## config.mk

```make
export PLATFORM = sky130hd
export DESIGN_NAME = stack_seq_flat
export DESIGN_NICKNAME = d
export VERILOG_FILES = /design/src/rtl/stack_seq_if.sv /design/src/rtl/stack_seq.sv /design/src/flat_wrapper.sv
export SDC_FILE = /design/constraint.sdc
export NUM_CORES = 1
export LEC_CHECK = 0
export BUFFER_PORTS_ARGS = -buffer_cell sky130_fd_sc_hd__buf_2
export CORE_MARGIN = 5
export CORE_UTILIZATION = 50
export CTS_CLUSTER_DIAMETER = 200
export DETAILED_ROUTE_END_ITERATION = 8
export PLACE_DENSITY = 0.8
export SKIP_LAST_GASP = 1
export SYNTH_ARGS = -nofsm -noshare
export SYNTH_HDL_FRONTEND = slang
export SYNTH_SLANG_ARGS = --single-unit
```

## constraint.sdc

```tcl
create_clock -name clk -period 2.3 [get_ports clk]
set_input_delay 0.23 -clock clk [delete_from_list [all_inputs] [get_ports clk]]
set_output_delay 0.23 -clock clk [all_outputs]
set_load 0.02 [all_outputs]
```

## src/rtl/stack_seq_if.sv

```systemverilog
// Command channel between the opcode source and stack_seq.
// Valid/ready handshake carrying the opcode and PUSH operand.
interface stack_seq_if #(
  parameter int WIDTH = 8
);
  logic             cmd_valid;
  logic             cmd_ready;
  logic [2:0]       cmd_op;
  logic [WIDTH-1:0] cmd_data;

  modport master (
    output cmd_valid,
    output cmd_op,
    output cmd_data,
    input  cmd_ready
  );

  modport slave (
    input  cmd_valid,
    input  cmd_op,
    input  cmd_data,
    output cmd_ready
  );
endinterface

```

## src/rtl/stack_seq.sv

```systemverilog
// Word-level sequencer for the bit-lane stack.
// Expands opcodes into one-cycle lane push/pop steps.
module stack_seq #(
  parameter  int WIDTH = 8,
  parameter  int DEPTH = 8,
  localparam int DW    = $clog2(DEPTH + 1)
) (
  input  logic             clk,
  input  logic             rst,
  stack_seq_if.slave       cmd,
  input  logic [WIDTH-1:0] stk_top,
  output logic [WIDTH-1:0] stk_d,
  output logic             stk_en,
  output logic             stk_dir,
  output logic             stk_clr,
  output logic [DW-1:0]    depth,
  output logic             empty,
  output logic             full,
  output logic             res_valid,
  output logic [WIDTH-1:0] res_data,
  output logic             err
);

  localparam logic [2:0] OP_NOP  = 3'b000;
  localparam logic [2:0] OP_PUSH = 3'b001;
  localparam logic [2:0] OP_POP  = 3'b010;
  localparam logic [2:0] OP_DUP  = 3'b011;
  localparam logic [2:0] OP_SWAP = 3'b100;
  localparam logic [2:0] OP_ADD  = 3'b101;
  localparam logic [2:0] OP_SUB  = 3'b110;
  localparam logic [2:0] OP_CLR  = 3'b111;

  typedef enum logic [2:0] {
    S_IDLE,
    S_POP_A,
    S_POP_B,
    S_PUSH_A,
    S_PUSH_B,
    S_PUSH_R,
    S_CLR
  } state_t;

  state_t           state_q, state_d;
  logic [2:0]       op_q, op_d;
  logic [WIDTH-1:0] a_q, a_d;
  logic [WIDTH-1:0] b_q, b_d;
  logic [DW-1:0]    depth_q, depth_d;
  logic             err_q, err_d;
  logic             res_valid_q, res_valid_d;
  logic [WIDTH-1:0] res_data_q, res_data_d;

  logic             accept;
  logic             has1, has2, room;
  logic [WIDTH-1:0] alu_res;

  assign cmd.cmd_ready = (state_q == S_IDLE);
  assign accept        = cmd.cmd_valid && cmd.cmd_ready;

  assign has1 = (depth_q != '0);
  assign has2 = (depth_q >= DW'(2));
  assign room = (depth_q <  DW'(DEPTH));

  // Second-from-top (b) combined with former top (a), wrapping.
  assign alu_res = (op_q == OP_SUB) ? (b_q - a_q)
                                    : (b_q + a_q);

  assign depth     = depth_q;
  assign empty     = (depth_q == '0);
  assign full      = (depth_q == DW'(DEPTH));
  assign err       = err_q;
  assign res_valid = res_valid_q;
  assign res_data  = res_data_q;

  // Next-state, bookkeeping and lane-control decode.
  always_comb begin
    state_d     = state_q;
    op_d        = op_q;
    a_d         = a_q;
    b_d         = b_q;
    depth_d     = depth_q;
    err_d       = err_q;
    res_valid_d = 1'b0;
    res_data_d  = res_data_q;
    stk_en      = 1'b0;
    stk_dir     = 1'b0;
    stk_d       = '0;
    stk_clr     = 1'b0;

    unique case (state_q)
      S_IDLE: begin
        if (accept) begin
          op_d = cmd.cmd_op;
          a_d  = (cmd.cmd_op == OP_PUSH) ? cmd.cmd_data
                                         : stk_top;
          unique case (cmd.cmd_op)
            OP_NOP: ;
            OP_PUSH: begin
              if (room) state_d = S_PUSH_A;
              else      err_d   = 1'b1;
            end
            OP_POP: begin
              if (has1) state_d = S_POP_A;
              else      err_d   = 1'b1;
            end
            OP_DUP: begin
              if (has1 && room) state_d = S_PUSH_A;
              else              err_d   = 1'b1;
            end
            OP_SWAP, OP_ADD, OP_SUB: begin
              if (has2) state_d = S_POP_A;
              else      err_d   = 1'b1;
            end
            OP_CLR: state_d = S_CLR;
            default: ;
          endcase
        end
      end
      S_POP_A: begin
        stk_en  = 1'b1;
        stk_dir = 1'b1;
        depth_d = depth_q - DW'(1);
        if (op_q == OP_POP) begin
          state_d     = S_IDLE;
          res_valid_d = 1'b1;
          res_data_d  = a_q;
        end else begin
          state_d = S_POP_B;
        end
      end
      S_POP_B: begin
        stk_en  = 1'b1;
        stk_dir = 1'b1;
        b_d     = stk_top;
        depth_d = depth_q - DW'(1);
        state_d = (op_q == OP_SWAP) ? S_PUSH_A
                                    : S_PUSH_R;
      end
      S_PUSH_A: begin
        stk_en  = 1'b1;
        stk_d   = a_q;
        depth_d = depth_q + DW'(1);
        state_d = (op_q == OP_SWAP) ? S_PUSH_B
                                    : S_IDLE;
      end
      S_PUSH_B: begin
        stk_en  = 1'b1;
        stk_d   = b_q;
        depth_d = depth_q + DW'(1);
        state_d = S_IDLE;
      end
      S_PUSH_R: begin
        stk_en      = 1'b1;
        stk_d       = alu_res;
        depth_d     = depth_q + DW'(1);
        res_valid_d = 1'b1;
        res_data_d  = alu_res;
        state_d     = S_IDLE;
      end
      S_CLR: begin
        stk_clr = 1'b1;
        depth_d = '0;
        err_d   = 1'b0;
        state_d = S_IDLE;
      end
      default: state_d = S_IDLE;
    endcase
  end

  // State and datapath registers; rst aborts any sequence.
  always_ff @(posedge clk) begin
    if (rst) begin
      state_q     <= S_IDLE;
      op_q        <= OP_NOP;
      a_q         <= '0;
      b_q         <= '0;
      depth_q     <= '0;
      err_q       <= 1'b0;
      res_valid_q <= 1'b0;
      res_data_q  <= '0;
    end else begin
      state_q     <= state_d;
      op_q        <= op_d;
      a_q         <= a_d;
      b_q         <= b_d;
      depth_q     <= depth_d;
      err_q       <= err_d;
      res_valid_q <= res_valid_d;
      res_data_q  <= res_data_d;
    end
  end

endmodule

```

## src/flat_wrapper.sv

```systemverilog
// flat-port wrapper written by rule: the top's interface ports become plain ports
module stack_seq_flat 
#(
  parameter  int WIDTH = 8,
  parameter  int DEPTH = 8,
  localparam int DW    = $clog2(DEPTH + 1)
)
  (clk, rst, stk_top, stk_d, stk_en, stk_dir, stk_clr, depth, empty, full, res_valid, res_data, err, cmd_cmd_valid, cmd_cmd_op, cmd_cmd_data, cmd_cmd_ready);
  stack_seq_if #(.WIDTH(WIDTH)) cmd_i ();
  input  logic clk;
  input  logic rst;
  input  logic [WIDTH-1:0] stk_top;
  output logic [WIDTH-1:0] stk_d;
  output logic stk_en;
  output logic stk_dir;
  output logic stk_clr;
  output logic [DW-1:0] depth;
  output logic empty;
  output logic full;
  output logic res_valid;
  output logic [WIDTH-1:0] res_data;
  output logic err;
  input wire logic [$bits(cmd_i.cmd_valid)-1:0] cmd_cmd_valid;
  input wire logic [$bits(cmd_i.cmd_op)-1:0] cmd_cmd_op;
  input wire logic [$bits(cmd_i.cmd_data)-1:0] cmd_cmd_data;
  output wire logic [$bits(cmd_i.cmd_ready)-1:0] cmd_cmd_ready;
  assign cmd_i.cmd_valid = cmd_cmd_valid;
  assign cmd_i.cmd_op = cmd_cmd_op;
  assign cmd_i.cmd_data = cmd_cmd_data;
  assign cmd_cmd_ready = cmd_i.cmd_ready;
  stack_seq #(.WIDTH(WIDTH), .DEPTH(DEPTH)) u_core (.clk(clk), .rst(rst), .cmd(cmd_i), .stk_top(stk_top), .stk_d(stk_d), .stk_en(stk_en), .stk_dir(stk_dir), .stk_clr(stk_clr), .depth(depth), .empty(empty), .full(full), .res_valid(res_valid), .res_data(res_data), .err(err));
endmodule
```

==> results of run 1 <==
==> kinds of logic (layout without fill, tap and decap cells) <==
family | Yosys count | in the layout | share of synthesized area [%]
xor+xnor | 13 | 13 | 4.474
buf+inv | 37 | 119 | 6.441
fa+ha+maj | 12 | 12 | 6.490
simple gates | 136 | 136 | 26.06
flops | 36 | 36 | 28.32
compound gates | 87 | 87 | 21.93
mux | 16 | 16 | 6.293
==> state kept, by name, summed over array words and instances, names as in the netlist <==
| register | flops |
|---|---|
| u_core.depth | 4 |
| u_core.b_q | 8 |
| u_core.op_q | 3 |
| u_core.res_data | 8 |
| u_core.err | 1 |
| u_core.state_q | 3 |
| u_core.a_q | 8 |
| u_core.res_valid | 1 |
==> metal layers <==
layer | up-vias | GRT usage [%]
li1 | 1360 | -
met1 | 1277 | 31.89
met4 | 0 | 7.264
met5 | - | 0
met3 | 15 | 3.880
met2 | 120 | 37.54
==> cell usage after synthesis (all sizes together), types with 2 or more instances <==
cell type	instances	area, um2
a211oi	13	112.6
a21o	3	22.52
a21oi	28	140.1
a311oi	2	17.52
a31oi	5	31.28
a32oi	2	17.52
and2	4	25.02
and3b	2	17.52
buf	14	77.57
clkbuf	8	30.03
dfxtp	36	720.7
fa	2	40.04
ha	10	125.1
inv	15	56.31
mux2i	16	160.2
nand2	43	161.4
nand2b	4	32.53
nand3	7	35.03
nor2	40	150.1
nor2b	3	18.77
nor3	13	81.33
nor3b	4	30.03
nor4	4	25.02
nor4b	2	17.52
o211ai	4	30.03
o21a	2	15.01
o21ai	19	95.09
o22ai	2	12.51
or3	4	25.02
or4	2	15.01
xnor2	10	87.58
xor2	3	26.28
==> what timing repair did <==
| item | in CTS | in global routing |
|---|---|---|
| setup buffers | 5 | 8 |
| resized for setup | 24 | 26 |
| endpoints found under the setup margin | 10 | 13 |
| hold endpoints to repair | 0 | 0 |
| pin swaps | 15 | 18 |
| cloned | 0 | 0 |
==> cells in the final DEF, fill, tap and decap left out, types with 5 or more instances in the layout <==
cell type and count:
nand2_1 40, clkbuf_8 6, inv_2 5, o21ai_0 9
dfxtp_2 6, nor3_1 9, inv_1 10, o21ai_1 7
nand3_1 6, buf_2 43, xnor2_1 8, a21oi_1 26
a211oi_1 9, ha_1 9, buf_4 49, nor2_1 37
dfxtp_1 30, mux2i_1 15
==> report_power, final <==
part           total [mW]  switching [mW]  internal, mW
combinational        3.08            1.58          1.49
clock               0.476           0.232         0.245
sequential          0.958           0.196         0.762
==> per-stage QoR <==
stage | util, % | TNS [ps] | instances | power, mW
after CTS | 65.33 | -2014 | 482 | 4.076
after detailed placement | 61.09 | -930.2 | 469 | 3.358
after global placement | 61.09 | -496.9 | 469 | 3.283
after global routing | 68.38 | -4381 | 489 | 4.830
final | 68.38 | -3138 | 489 | 4.513
after floorplan | - | -110.6 | 337 | 2.530
==> area by class of cell <==
type | instances | area [um2] | share of cell area, %
Inverter | 15 | 56.30 | 1.644
Clock buffer | 8 | 90.09 | 2.630
Multi-Input combinational cell | 264 | 1836 | 53.58
Sequential cell | 36 | 728.2 | 21.26
Tap cell | 70 | 87.58 | 2.557
Timing Repair Buffer | 96 | 628.1 | 18.33
==> worst max-delay path: cells and delay by family, from the launching register on <==
family | cells | cell delay [ps]
AOI/OAI and AO/OA | 3 | 610
xor gates and xnor gates | 1 | 140
adders and majority gates | 1 | 350
buffers and inverters | 2 | 300
DFF | 1 | 340
and+or+nand+nor | 4 | 590
==> path summary, 6_finish.rpt <==
kind / from / end / slack, ps / cells after the start
max reg2reg: u_core.op_q[1]$_SDFFE_PP0P_ / u_core.res_data[5]$_SDFFE_PP0P_ / -180 / 12
min: stk_top[6] / u_core.b_q[6]$_SDFFE_PP0P_ / 180 / 3
max: u_core.a_q[0]$_SDFFE_PP0P_ / stk_d[6] / -530 / 11
min reg2reg: u_core.res_data[0]$_SDFFE_PP0P_ / u_core.res_data[0]$_SDFFE_PP0P_ / 470 / 2
==> flow_metrics.py, run 1 <==
metrics = {
    "run_status": {
        "status": "complete, but fails checks",
        "failed_checks": "negative setup slack",
    },
    "synthesis": {
        "syn_nets": 371,
        "synth_area_um2": 2545,
        "async_flop_share_pct": 0,
        "avgSynthCellArea_um2": 7.552,
        "ys.flop_type": "dfxtp_1",
        "ys_types": 52,
        "ys_seq_area_share_pct": 28.32,
        "syn_inst": 337,
        "synth_warnings": 0,
        "synth_edf_count": 0,
        "synth_seq_cells": 36,
    },
    "timing": {
        "hold_viol_final": 0,
        "hold_slack_ps": 184.0,
        "finalCritPeriodShare_pct": 123.2,
        "relSlewSlack_pct": 45.46,
        "slew_viol_final": 0,
        "period_needed_ps": 2834,
        "setup_viol": 11,
        "setup_slack_ps": -534.1,
        "max_freq_ghz": 0.3528,
        "fin_worst_skew_ps": 11.17,
        "rsz0062_at_grt": "true",
        "worst_slew_pin_slew_ps": 818.0,
    },
    "routing": {
        "routed.top_layer": "met4",
        "vias": 2772,
        "antenna_left": 0,
        "first_pass_iters": 5,
        "routed-wl-met3_um": 596,
        "drt_wl_total_mm": 7.614,
        "viasPerCell": 5.669,
        "drt_iter0_drc": 291,
        "drc": 0,
        "avgRoutedWirePerCell_um": 15.57,
        "wl_met2_mm": 3.589,
        "wl_met1_mm": 3.308,
    },
    "final_layout": {
        "nFillCells": 422,
        "diodes": 0,
        "layout-drive-gt1-share_pct": 34.84,
        "design_area_um2": 3426,
        "syn_to_final_growth_pct": 34.61,
        "nets": 452,
    },
    "global_route": {
        "grt_use_total_pct": 23.39,
        "grt_remaining_overflow": 0,
        "antenna_found_initial": 0,
        "grt_pass1_wl_mm": 12.10,
        "grt_start_max_net_pins": 45,
        "grt_pass1_vias": 2582,
    },
    "worst_setup_path": {
        "cp-start-kind": "flip-flop",
        "cp_slowest_cell": "ha_1",
        "max_stage_delay_ps": 350,
        "arrival_ps": 2600,
        "cp_max_fo": 3,
        "criticalPathCategory": "flip-flop to output port",
        "required_ps": 2070,
        "endpoint_kind": "output port",
        "path_cells": "nor3_2 > buf_4 > nor2_1 > xnor2_1 > ha_1 > o21a_1 > o31a_1 > o2111a_1 > nor3_2 > nand2_2 > buf_6",
        "cp_common_cell": "nor3_2",
    },
    "floorplan": {
        "core-area_um2": 5010,
        "rows": 26,
        "die_y_um": 81.35,
        "start_util_pct": 50.80,
        "dieArea_um2": 6617,
        "die_x_um": 81.35,
        "ioPinCount": 50,
    },
    "run": {
        "drv_cap": 0,
    },
    "placed_design": {
        "portBuffers": 49,
        "place_congestion": 0.9519,
        "place_hpwl_mm": 5.223,
        "postPlaceCellArea_um2": 3060,
        "dp_slack_ps": -230.7,
    },
    "clock_network": {
        "cts.clk_slew.worst_paths_ps": 70,
        "clock_sinks": 36,
        "cts_tree": "done",
        "cts.htree.levels": 2,
        "cts_buffers": 5,
        "ctsHoldBuffers": 0,
        "clock-root-buffer": "clkbuf_8",
        "clk_latency_ps": 290,
        "clockBufferDepth": 2,
    },
    "power": {
        "pwr_density_cell_nw_per_um2": 1317,
        "p_leak_nw": 1.416,
        "irDropWorstVdd_mv": 0.6057,
    },
    "min_path": {
        "min_path_type": "input pin to flip-flop",
    },
}
Note: power is estimated with default switching activity, not from simulation.
==> inputs of run 2 (changes only) <==
--- a/config.mk
+++ b/config.mk
@@ -12,4 +12,5 @@
 export DETAILED_ROUTE_END_ITERATION = 8
 export PLACE_DENSITY = 0.8
+export SKIP_CTS_REPAIR_TIMING = 1
 export SKIP_LAST_GASP = 1
 export SYNTH_ARGS = -nofsm -noshare
==> constraint.sdc (replaced) <==
create_clock -name clk -period 2.3 [get_ports clk]
set_input_delay 0.23 -clock clk [delete_from_list [all_inputs] [get_ports clk]]
set_output_delay 0.23 -clock clk [all_outputs]
set_load 0.05 [all_outputs]
==> run 2 against run 1 <==
Effect of this change:
- the flow still finishes with violations (negative setup slack)
- count of clock-buffer cells in the layout decreased by 1
- via count fell by 1.7%
- clock skew shrank 1.5 ps
- utilization down 0.075 points
- largest power group unchanged
- highest routed layer unchanged
==> flow_metrics.py, run 2 (same netlist as run 1, synthesis figures left out) <==
metrics = {
    "worst_setup_path": {
        "reg2reg_to": "u_core.res_data[5]$_SDFFE_PP0P_",
        "rrSetupSlack_ps": -110,
        "arrival_ps": 2570,
        "criticalPathCategory": "flip-flop to output port",
        "reg2reg_from": "u_core.a_q[0]$_SDFFE_PP0P_",
        "required_ps": 2070,
        "cp_max_fo": 5,
        "endpoint_kind": "output port",
        "crit_start": "u_core.op_q[0]$_SDFFE_PP0P_",
        "reg2reg_depth": 13,
        "cp-start-kind": "flip-flop",
    },
    "final_layout": {
        "final_util_pct": 68.31,
        "diodes": 0,
        "nFillCells": 422,
        "layout-drive-gt1-share_pct": 35.35,
        "layout.cells.non_filler": 483,
        "final_common_cell": "buf_2",
        "final_cell_mix": "42 x buf_2, 41 x nand2_1, 41 x buf_4, 38 x nor2_1, 31 x dfxtp_1",
        "nets": 446,
        "syn_to_final_growth_pct": 34.46,
    },
    "floorplan": {
        "die_x_um": 81.35,
        "dieArea_um2": 6617,
        "core-area_um2": 5010,
        "start_util_pct": 50.80,
        "die_y_um": 81.35,
        "ioPinCount": 50,
        "rows": 26,
    },
    "timing": {
        "setup_viol": 9,
        "worst_slew_pin_slew_ps": 815.2,
        "slew_viol_final": 0,
        "relSlewSlack_pct": 45.65,
        "max_freq_ghz": 0.3573,
        "period_needed_ps": 2798,
        "finalCritPeriodShare_pct": 121.7,
        "setup_slack_ps": -498.5,
        "fin_worst_skew_ps": 9.659,
        "rsz0062_at_grt": "true",
        "hold_viol_final": 0,
    },
    "clock_network": {
        "clk_latency_ps": 290,
        "cts.clk_slew.worst_paths_ps": 70,
        "cts_buffers": 5,
        "cts.htree.levels": 2,
        "clockBufferDepth": 2,
        "clock-root-buffer": "clkbuf_8",
        "clock_sinks": 36,
        "cts_tree": "done",
    },
    "routing": {
        "avgRoutedWirePerCell_um": 15.41,
        "vias": 2724,
        "viasPerCell": 5.640,
        "antenna_left": 0,
        "drt_wl_total_mm": 7.441,
        "drt_iter0_drc": 212,
        "first_pass_iters": 4,
        "drc": 0,
    },
    "power": {
        "pwr_density_cell_nw_per_um2": 1343,
        "irDropWorstVdd_mv": 0.7012,
        "p_leak_nw": 1.389,
    },
    "placed_design": {
        "dp_slack_ps": -234.8,
        "portBuffers": 49,
        "placed_cells": 473,
        "place_hpwl_mm": 5.397,
        "place_congestion": 0.8915,
    },
    "global_route": {
        "grt_start_max_net_pins": 45,
        "grt_pass1_wl_mm": 11.72,
        "grt_use_total_pct": 22.68,
        "grt_pass1_vias": 2529,
        "antenna_found_initial": 0,
        "grt_remaining_overflow": 0,
    },
    "run": {
        "drv_cap": 0,
    },
    "min_path": {
        "min_path_cells": 3,
        "hold_start": "stk_top[1]",
        "min_to": "u_core.b_q[1]$_SDFFE_PP0P_",
        "min_path_type": "input pin to flip-flop",
    },
    "run_status": {
        "status": "complete, but fails checks",
        "failed_checks": "negative setup slack",
    },
}
[run 2: cell types whose count changed in the layout (fill, tap and decap cells not counted), moves of 2 or more]
cell     before  now
buf_4        49   41
a21oi_2       0    4
o21ai_1       7    4
a21oi_1      26   24
a21oi_4       2    0
buf_6         4    6
nand2_4       2    0
o21ai_4       1    3
[run 2: critical path, stage by stage (launching register included)]
cell,delay [ps]
dfxtp_2,330
and3b_2,280
nor2_1,60
xnor2_1,120
ha_1,360
nor2b_4,150
o31a_1,290
o2111a_1,270
nor3_2,180
nand2_2,80
buf_6,160
[run 2: final cells by class]
| class | instances | area [um2] | share of cell area, % |
|---|---|---|---|
| Sequential cell | 36 | 726.9 | 21.24 |
| Timing Repair Buffer | 90 | 593.1 | 17.33 |
| Clock inverter | 1 | 8.758 | 0.2559 |
| Inverter | 15 | 56.30 | 1.645 |
| Multi-Input combinational cell | 264 | 1873 | 54.74 |
| Clock buffer | 7 | 76.32 | 2.230 |
| Tap cell | 70 | 87.58 | 2.559 |
[run 2: how the worst max path moves through the flow]
stage	to	slack (ps)	cells past startpoint
global placement	stk_d[6]	-180	10
finish	stk_d[6]	-500	10
detailed placement	stk_d[7]	-230	12
CTS	stk_d[7]	-580	12
global route	stk_d[7]	-630	12
floorplan	stk_d[4]	-450	10
[run 2: per-layer routing]
layer	track usage [%]	up-vias	part of all wire, %
met5	0	-	0
met4	3.547	0	0.69
met3	5.100	7	7.3
met2	38.03	100	49
met1	30.16	1276	43
li1	-	1341	-
[run 2: where the power goes]
group	switching (mW)	leakage [nW]	internal, mW
logic	1.80	1.05	1.40
clock network	0.227	0.0424	0.216
registers	0.191	0.296	0.761
total	2.22	1.39	2.37
[run 2: through the flow]
step           TNS [ps]  power [mW]  cell area, um2  hold WS [ps]
4_1_cts           -3552       4.202            3234         178.9
5_1_grt           -3985       4.913            3422         182.6
3_3_place_gp     -885.5       3.671            3149         437.5
2_1_floorplan    -654.6       2.866            2633         366.0
6_report          -2735       4.594            3422         181.8
3_5_place_dp      -1236       3.744            3149         445.5
